### config.mk
export PLATFORM = sky130hd
export DESIGN_NAME = ghash_mul_ctrl
export DESIGN_NICKNAME = d
export VERILOG_FILES = /design/src/rtl/ghash_mul_ctrl.sv
export SDC_FILE = /design/constraint.sdc
export NUM_CORES = 1
export LEC_CHECK = 0
export CORE_AREA = 2 2 349 351
export DETAILED_ROUTE_END_ITERATION = 7
export DIE_AREA = 0 0 351 353
export SLEW_MARGIN = 20
export SYNTH_ARGS = -nofsm -noshare
export SYNTH_HDL_FRONTEND = slang
export SYNTH_SLANG_ARGS = --single-unit
### constraint.sdc
create_clock -name clk -period 1.8 [get_ports clk]
set_input_delay 0.18 -clock clk [delete_from_list [all_inputs] [get_ports clk]]
set_output_delay 0.18 -clock clk [all_outputs]
set_load 0.02 [all_outputs]
### src/rtl/ghash_mul_ctrl.sv
// ghash_mul_ctrl
// ----------------------------------------------------------------------------
// Sequencer for GHASH over GF(2^128) built around an external 128x128
// carry-less multiplier. For every accepted 128-bit block X it computes
//   Y <= reduce((Y ^ X) * H)
// with the field polynomial x^128 + x^7 + x^2 + x + 1. Bit i of every vector
// is the coefficient of x^i. When the block flagged as last has been folded
// in, Y is presented as the tag and held until the consumer takes it.
//
// Parameters
//   MUL_LAT  cycles from a change of mul_a/mul_b until mul_p is valid (0..7)
//
// Ports
//   clk        rising-edge clock
//   rst_n      asynchronous active-low reset
//   h_key      hash subkey H
//   h_load     in IDLE: load h_key into H and clear Y (ignored otherwise)
//   in_valid   block input handshake: valid
//   in_data    block input data
//   in_last    block is the final block of the message (sampled on accept)
//   in_ready   block input handshake: ready (IDLE and no h_load)
//   mul_a      multiplier operand A (Y ^ X), stable for the whole MUL phase
//   mul_b      multiplier operand B (H)
//   mul_p      256-bit carry-less product from the external multiplier
//   out_valid  tag output handshake: valid
//   out_tag    tag value (Y), zero when no tag is pending
//   out_ready  tag output handshake: ready
//   busy       high whenever the controller is not IDLE
//   blk_cnt    blocks accepted since reset / h_load / tag handoff
//              (only with GHASH_MUL_CTRL_CNT_EN defined)
//
// Configuration macro
//   GHASH_MUL_CTRL_CNT_EN  adds the blk_cnt port and its 32-bit counter
// ----------------------------------------------------------------------------
module ghash_mul_ctrl #(
  parameter int unsigned MUL_LAT = 1
) (
  input  logic         clk,
  input  logic         rst_n,
  input  logic [127:0] h_key,
  input  logic         h_load,
  input  logic         in_valid,
  input  logic [127:0] in_data,
  input  logic         in_last,
  output logic         in_ready,
  output logic [127:0] mul_a,
  output logic [127:0] mul_b,
  input  logic [255:0] mul_p,
  output logic         out_valid,
  output logic [127:0] out_tag,
  input  logic         out_ready,
  output logic         busy
`ifdef GHASH_MUL_CTRL_CNT_EN
  ,
  output logic [31:0]  blk_cnt
`endif
);

  typedef enum logic [1:0] {
    IDLE = 2'd0,
    MUL  = 2'd1,
    OUT  = 2'd2
  } state_t;

  // Final value of the wait counter: MUL spans MUL_LAT+1 cycles, the counter
  // starts at 0 on entry, so the product is valid when it reaches MUL_LAT.
  localparam logic [2:0] LAT_LAST = 3'(MUL_LAT);

  state_t       state;
  state_t       state_nxt;
  logic [127:0] h_q;
  logic [127:0] y_q;
  logic         last_q;
  logic [2:0]   wait_cnt;

  logic         accept;
  logic         mul_done;
  logic         out_fire;

  // --------------------------------------------------------------------------
  // Reduction of a 256-bit carry-less product modulo x^128+x^7+x^2+x+1.
  // Each set bit x^i with i >= 128 is replaced by
  // x^(i-128) * (x^7 + x^2 + x + 1). Walking from the top down guarantees
  // that bits folded into lower positions above 127 are themselves reduced
  // later in the same pass. Pure combinational logic.
  // --------------------------------------------------------------------------
  function automatic logic [127:0] gf_reduce(input logic [255:0] p);
    logic [255:0] r;
    r = p;
    for (int i = 255; i >= 128; i--) begin
      if (r[i]) begin
        r[i]       = 1'b0;
        r[i - 121] = ~r[i - 121];
        r[i - 126] = ~r[i - 126];
        r[i - 127] = ~r[i - 127];
        r[i - 128] = ~r[i - 128];
      end
    end
    return r[127:0];
  endfunction

  assign accept   = in_valid && in_ready;
  assign mul_done = (state == MUL) && (wait_cnt == LAT_LAST);
  assign out_fire = out_valid && out_ready;

  // --------------------------------------------------------------------------
  // FSM: state register
  // --------------------------------------------------------------------------
  // NOTE: the reset is in the sensitivity list, so asserting rst_n low takes
  // effect immediately and abandons any block or tag in flight.
  always_ff @(posedge clk or negedge rst_n) begin
    if (!rst_n) begin
      state <= IDLE;
    end else begin
      state <= state_nxt;
    end
  end

  // --------------------------------------------------------------------------
  // FSM: next-state logic
  // --------------------------------------------------------------------------
  // NOTE: state_nxt is given a default before the case statement so every
  // path assigns it and no latch is inferred.
  always_comb begin
    state_nxt = state;
    unique case (state)
      IDLE: if (accept)    state_nxt = MUL;
      MUL:  if (mul_done)  state_nxt = last_q ? OUT : IDLE;
      OUT:  if (out_ready) state_nxt = IDLE;
      default:             state_nxt = IDLE;
    endcase
  end

  // --------------------------------------------------------------------------
  // FSM: outputs
  // --------------------------------------------------------------------------
  always_comb begin
    in_ready  = (state == IDLE) && !h_load;
    out_valid = (state == OUT);
    busy      = (state != IDLE);
    // Y is only published while a tag is pending; intermediate chaining
    // values stay internal.
    out_tag   = (state == OUT) ? y_q : '0;
  end

  // --------------------------------------------------------------------------
  // Datapath registers
  // --------------------------------------------------------------------------
  // NOTE: sequential state uses non-blocking assignments so every register
  // samples pre-edge values; blocking here would let later statements see
  // values already updated in this cycle.
  always_ff @(posedge clk or negedge rst_n) begin
    if (!rst_n) begin
      h_q      <= '0;
      y_q      <= '0;
      mul_a    <= '0;
      mul_b    <= '0;
      last_q   <= 1'b0;
      wait_cnt <= '0;
    end else begin
      unique case (state)
        IDLE: begin
          if (h_load) begin
            // New key starts a fresh hash; h_load masks in_ready so no
            // block can be accepted in the same cycle.
            h_q <= h_key;
            y_q <= '0;
          end else if (in_valid) begin
            // in_ready is 1 here (IDLE, no h_load), so this is an accept.
            mul_a    <= y_q ^ in_data;
            mul_b    <= h_q;
            last_q   <= in_last;
            wait_cnt <= '0;
          end
        end
        MUL: begin
          // Operands are left untouched so the external multiplier sees
          // stable inputs for the full latency.
          if (mul_done) begin
            y_q <= gf_reduce(mul_p);
          end else begin
            wait_cnt <= wait_cnt + 3'd1;
          end
        end
        OUT: begin
          if (out_ready) begin
            // Tag handed off: next message starts from Y = 0, H retained.
            y_q <= '0;
          end
        end
        default: ;
      endcase
    end
  end

`ifdef GHASH_MUL_CTRL_CNT_EN
  // --------------------------------------------------------------------------
  // Accepted-block counter; wraps naturally at 2^32.
  // --------------------------------------------------------------------------
  always_ff @(posedge clk or negedge rst_n) begin
    if (!rst_n) begin
      blk_cnt <= '0;
    end else if (((state == IDLE) && h_load) || out_fire) begin
      blk_cnt <= '0;
    end else if (accept) begin
      blk_cnt <= blk_cnt + 32'd1;
    end
  end
`endif

endmodule

==> impl_metrics.csv, run 1 <==
group,metric,value,unit
yosys,synth-edff-count,0,
yosys,synth_xor_area_share,20.63,%
outcome,violations,"negative setup slack",
worst_setup_path,crit_path_end_kind,"output pin",
yosys,async_flop_share,100.0,%
worst_setup_path,cp-endpoint,"out_tag[107]",
yosys,synthSimpleGateAreaFrac,11.38,%
timing,finalWorstSetupSlack,-0.4754,ns
detailed_routing,dr.pass1.iters,5,
cells_and_area,area_growth,65.90,%
power,intPower,37.81,mW
timing,clock_skew,0.03255,ns
detailed_routing,num_vias,20591,
cells_and_area,fillers,12121,
detailed_routing,drc,0,
global_route,track_usage,16.44,%
power,swShare,36.23,%
timing,fin_hold_ws,0.09126,ns
detailed_routing,drtIter0Drc,1203,
yosys,synth_cell_type_count,31,
global_route,grt_max_degree,69,
hold_path,hold_start,"in_last",
yosys,synth_seq_cells,518,
clock_tree,clk_pin_slew,0.06,ns
flow_run,drv_cap,0,
worst_setup_path,crit_required,1.62,ns
clock_tree,cts_inserted_buffers,61,
floorplan,num_rows,128,
worst_setup_path,crit_start,"state[1]",
clock_tree,insertion_delay,0.66,ns
cells_and_area,final_common_cell,"clkdlybuf4s50_1",
worst_setup_path,critPathMostFrequentCell,"buf_12",
yosys,synthMuxAreaShare,5.831,%
power,power.leakage,17.51,nW
floorplan,ios,905,
power,seqPwrFrac,33.7,%
timing,relSlewSlack,30.92,%
timing,worst_pin_slew,1.033,ns
worst_setup_path,r2r_setup_slack,-0.23,ns
placement,numPortBuffers,904,
global_route,overflow,0,
worst_setup_path,worst_path_max_delay_cell,"dfrtp_1",
global_route,antenna_found_initial,15,
cells_and_area,drive_above_1_share,20.83,%
detailed_routing,via_per_inst,4.072,
worst_setup_path,worstSetupPathType,"flip-flop to output pin",
cells_and_area,multi_input_area,11570,um2
floorplan,initial_core_util,20.64,%
outcome,outcome,"finished with violations",
yosys,synth-seq-area-share,52.08,%
timing,min_period,2.275,ns
worst_setup_path,r2r_end,"h_q[53]",
floorplan,dieArea,123900,um2
timing,drv_slew,0,
worst_setup_path,cp-start-kind,"flip-flop",
clock_tree,htreeDepth,2,
timing,hold_viol_final,0,
yosys,synth.avg_cell_area,10.97,um2
power,p_comb_share,44.0,%
cells_and_area,layout_common_cells,"clkdlybuf4s50_1, xnor2_1, nand2_1",
global_route,grt_pass1_wl,148.7,mm
yosys,ys.flop_type,"dfrtp_1",
hold_path,hold_path.class,"primary input to flip-flop",
worst_setup_path,crit_fanout,6,
timing,rsz0062_at_grt,"yes",
clock_tree,ctsRootBufferMaster,"clkbuf_16",
power,total_power,59.29,mW
timing,setup-violations-final,408,
yosys,synthAdderAreaFrac,0.1005,%
timing,fmax,439.5,MHz
floorplan,coreArea,120600,um2
cells_and_area,ff_latch_area,12960,um2
power,p_clk_share,22.3,%
worst_setup_path,r2r_cells,9,
detailed_routing,wl_per_cell,21.52,um
yosys,synth_compound_area_share,7.174,%
power,powerDensity,1436,nW/um2
power,ir_drop,868.8,uV
placement,gp_congestion,0.8806,
floorplan,fp.dieW,351,um
power,p_sw,21.48,mW
global_route,grt_pass1_vias,21168,
yosys,syn_nets,2789,
clock_tree,cts_tree,"yes",
yosys,netlist_area,24890,um2
yosys,ys_warn_count,0,
detailed_routing,ant_nets,0,
clock_tree,cts.path.max_buffers,3,
worst_setup_path,rr_startpoint,"state[0]",
yosys,synthCells,2269,
worst_setup_path,slowest_delay,0.40,ns
yosys,synth_top_family_by_area,"XOR/XNOR gates",
timing,min_period_over_period,126.4,%
floorplan,dieHeight,353,um
clock_tree,cts.sinks,518,
worst_setup_path,arrival,2.10,ns
worst_setup_path,crit_path_cell_trace,"nor2b_4 -> buf_12 -> buf_12 -> buf_12 -> buf_16 -> and2_4 -> buf_6",
placement,hpwl,81.61,mm
detailed_routing,routed_wirelength,108.8,mm
cells_and_area,fin_nets,3895,
==> logic make-up after synthesis <==
logic type | Yosys count
xor gates and xnor gates | 578
DFF | 518
and+or+nand+nor | 661
buffers and inverters | 121
adders and majority gates | 2
AOI/OAI and AO/OA | 260
muxes | 129
==> critical path, delay by kind of cell (launching register included) <==
kind          cells  cell delay, ns
buf+inv           5            0.71
flops             1            0.40
simple gates      2            0.32
==> sequential cells by signal, summed over array words and instances, names as in the netlist <==
name      flops
last_q        1
y_q         128
mul_a       128
mul_b       128
state         2
wait_cnt      3
h_q         128
==> worst min path at each step <==
stage                     end  slack [ns]  cells after the start
floorplan              h_q[0]       -0.12                      0
global placement    mul_b[54]        0.09                      1
detailed placement  mul_b[54]         0.1                      1
CTS                    last_q        0.01                      3
global route           last_q        0.08                      3
finish                 last_q        0.09                      3
==> stage by stage <==
step | setup TNS (ns) | utilization (%) | cells | instance area, um2 | setup slack (ns)
after floorplan | 0 | - | 2269 | 24890 | 0.06237
after global placement | -133.01 | 30.73 | 4864 | 37050 | -0.3907
after detailed placement | -130.57 | 30.73 | 4864 | 37050 | -0.3897
after CTS | -107.09 | 33.28 | 5015 | 40130 | -0.5194
after global routing | -119.98 | 34.24 | 5056 | 41290 | -0.5355
final | -67.22 | 34.24 | 5057 | 41290 | -0.4754
==> timing repair <==
item / 4_1_cts / 5_1_grt
endpoints found under the setup margin: 653 / 896
gates resized for setup: 721 / 182
cloned: 14 / 25
pin swaps: 5 / 4
endpoints found under the hold margin: 352 / 0
hold buffers: 2 / 0
buffers inserted: 24 / 14
==> layout make-up <==
type | instances | area share (%)
clock inverters | 35 | 1.121
multi-input cells | 1630 | 28.02
clock buffers | 76 | 4.030
flip-flops and latches | 518 | 31.39
well taps | 1625 | 4.924
repair buffers | 1160 | 30.42
diodes | 9 | 0.05454
inverters | 4 | 0.03636
==> power groups by stage <==
stage / combinational [mW] / clock (mW) / sequential, mW
3_3_place_gp: 23.5 / 0 / 19.9
3_5_place_dp: 23.8 / 0 / 20.0
5_1_grt: 28.0 / 14.0 / 20.5
4_1_cts: 25.1 / 13.6 / 19.9
6_report: 26.1 / 13.2 / 20.0
2_1_floorplan: 9.15 / 0 / 22.4
==> Yosys cell counts, drive strengths merged, types with 2 or more instances <==
cell | number | area (um2)
a22o | 126 | 1104
and2 | 129 | 807.0
buf | 84 | 560.5
clkbuf | 33 | 123.9
dfrtp | 518 | 12960
ha | 2 | 25.02
inv | 4 | 15.01
mux2 | 128 | 1441
nand2 | 520 | 1954
nand3 | 2 | 10.01
nor2 | 3 | 11.26
nor2b | 2 | 12.51
o21ai | 130 | 650.6
o2bb2ai | 3 | 26.28
xnor2 | 567 | 4981
xnor3 | 4 | 91.33
xor2 | 7 | 61.31
==> metal layers <==
metal / part of all wire (%) / vias up / global-route usage, %
met5: 0.043 / - / 0
met4: 3.6 / 8 / 6.232
met3: 8.2 / 161 / 5.062
met2: 47 / 790 / 26.74
met1: 41 / 10049 / 20.30
li1: - / 9583 / -
Note: power is estimated with default switching activity, not from simulation.
==> inputs of run 2 (changes only) <==
--- a/config.mk
+++ b/config.mk
@@ -8,6 +8,7 @@
 export CORE_AREA = 2 2 349 351
 export DETAILED_ROUTE_END_ITERATION = 7
 export DIE_AREA = 0 0 351 353
+export PLACE_DENSITY_LB_ADDON = 0.3
 export SLEW_MARGIN = 20
 export SYNTH_ARGS = -nofsm -noshare
 export SYNTH_HDL_FRONTEND = slang
==> run 2 against run 1 <==
Net effect:
- the run still ends with negative setup slack left
- via count is 0.64% lower
- clock power rose by 3%
- register-to-register slack better by 0.20 ns
- critical path depth shrank 1
- combinational power hardly changed
- first-iteration DRC count down 16%
- critical endpoint is now out_tag[42]
==> impl_metrics.csv, run 2 (synthesis results as in run 1) <==
group,metric,value,unit
floorplan,coreArea,120600,um2
cells_and_area,layout_common_cells,"xnor2_1, nand2_1, dfrtp_1",
hold_path,holdPathStages,3,
timing,min_period,2.171,ns
placement,placed_area,37250,um2
worst_setup_path,r2r_cells,8,
timing,fmax,460.6,MHz
clock_tree,insertion_delay,0.63,ns
detailed_routing,num_vias,20460,
cells_and_area,fin_area,41630,um2
worst_setup_path,crit_required,1.62,ns
detailed_routing,drtIter0Drc,1010,
outcome,outcome,"finished with violations",
timing,setup-violations-final,213,
worst_setup_path,worstSetupPathType,"flip-flop to output pin",
timing,relSlewSlack,61.83,%
detailed_routing,via_per_inst,4.051,
power,powerDensity,1425,nW/um2
hold_path,hold_start,"in_last",
outcome,violations,"negative setup slack",
global_route,antenna_found_initial,16,
detailed_routing,dr.pass1.iters,5,
worst_setup_path,rr_startpoint,"state[1]",
timing,clock_skew,0.02765,ns
cells_and_area,final_common_cell,"xnor2_1",
global_route,overflow,0,
clock_tree,cts.path.max_buffers,3,
clock_tree,cts_tree,"yes",
global_route,track_usage,16.82,%
cells_and_area,multi_input_area,11480,um2
worst_setup_path,arrival,1.99,ns
floorplan,dieArea,123900,um2
cells_and_area,fillers,12208,
placement,gp_congestion,0.8698,
worst_setup_path,crit_fanout,8,
global_route,grt_pass1_vias,21068,
cells_and_area,drive_above_1_share,19.41,%
floorplan,fp.dieW,351,um
clock_tree,cts.sinks,518,
detailed_routing,wl_per_cell,22.10,um
cells_and_area,area_growth,67.26,%
clock_tree,htreeDepth,3,
cells_and_area,ff_latch_area,12960,um2
hold_path,whs_endpoint,"last_q",
placement,numPortBuffers,904,
worst_setup_path,r2r_setup_slack,-0.03,ns
placement,hpwl,83.40,mm
worst_setup_path,crit_path_end_kind,"output pin",
hold_path,hold_path.class,"primary input to flip-flop",
clock_tree,clk_pin_slew,0.06,ns
flow_run,drv_cap,0,
power,ir_drop,745.1,uV
floorplan,ios,905,
cells_and_area,utilization,34.52,%
global_route,grt_pass1_wl,151.4,mm
power,power.leakage,20.50,nW
cells_and_area,fin_nets,3891,
detailed_routing,ant_nets,0,
floorplan,dieHeight,353,um
timing,finalWorstSetupSlack,-0.3712,ns
clock_tree,cts_inserted_buffers,68,
timing,drv_slew,0,
detailed_routing,routed_wirelength,111.6,mm
floorplan,initial_core_util,20.64,%
worst_setup_path,cp-start-kind,"flip-flop",
timing,hold_viol_final,0,
clock_tree,ctsRootBufferMaster,"clkbuf_16",
timing,worst_pin_slew,0.5685,ns
worst_setup_path,r2r_end,"y_q[123]",
floorplan,num_rows,128,
detailed_routing,drc,0,
timing,rsz0062_at_grt,"yes",
global_route,grt_max_degree,75,
timing,min_period_over_period,120.6,%
## run 2: area by class of cell
class | count | area share, %
clock buffers | 101 | 4.749
flip-flops and latches | 518 | 31.14
diodes | 4 | 0.02404
clock inverters | 19 | 0.5560
repair buffers | 1149 | 31.03
well taps | 1625 | 4.884
inverters | 4 | 0.03607
multi-input cells | 1630 | 27.58
## run 2: critical path: stages (launching register included)
cell and delay [ns]:
dfrtp_1 0.40, nor2b_4 0.19, buf_12 0.18, buf_12 0.14, buf_16 0.13, and2_4 0.17, buf_6 0.12
## run 2: worst max path at each step
stage | startpoint | to | slack [ns] | cells past startpoint
floorplan | state[0] | mul_b[118] | 0.06 | 7
global placement | h_load | y_q[96] | -0.32 | 6
detailed placement | h_load | y_q[55] | -0.31 | 6
CTS | state[1] | out_tag[108] | -0.51 | 6
global route | state[1] | out_tag[42] | -0.48 | 6
finish | state[0] | out_tag[42] | -0.37 | 6
## run 2: through the flow
| step | TNS, ns | setup slack, ns | hold slack, ns | power (mW) | cells |
|---|---|---|---|---|---|
| floorplan | 0 | 0.06237 | -0.1156 | 31.52 | 2269 |
| global placement | -68.20 | -0.3228 | 0.03123 | 43.83 | 4865 |
| detailed placement | -66.63 | -0.3060 | 0.03169 | 44.12 | 4865 |
| CTS | -89.81 | -0.5059 | 0.02840 | 58.49 | 4999 |
| global route | -65.43 | -0.4835 | 0.06346 | 62.85 | 5049 |
| finish | -36.78 | -0.3712 | 0.1056 | 59.34 | 5050 |
## run 2: power breakdown
group / total (mW) / switching, mW / internal (mW)
registers: 19.7 / 3.11 / 16.6
logic: 26.1 / 12.9 / 13.1
clock network: 13.6 / 5.65 / 7.95
total: 59.3 / 21.7 / 37.7
## run 2: repair_timing
item	4_1_cts	5_1_grt
resized for setup	560	453
hold buffers	2	0
endpoints found under the hold margin	451	0
gates cloned	6	31
setup endpoints to repair	636	727
pin swaps	3	75
buffers inserted	6	17
## run 2: per-layer routing
layer  routed length [um]  vias to the layer above  track usage, %
met5                   89                        -               0
met4                 2530                       14           4.584
met3                 8498                      137           5.025
met2                52880                      729           27.98
met1                47590                     9989           21.03
li1                     -                     9591               -
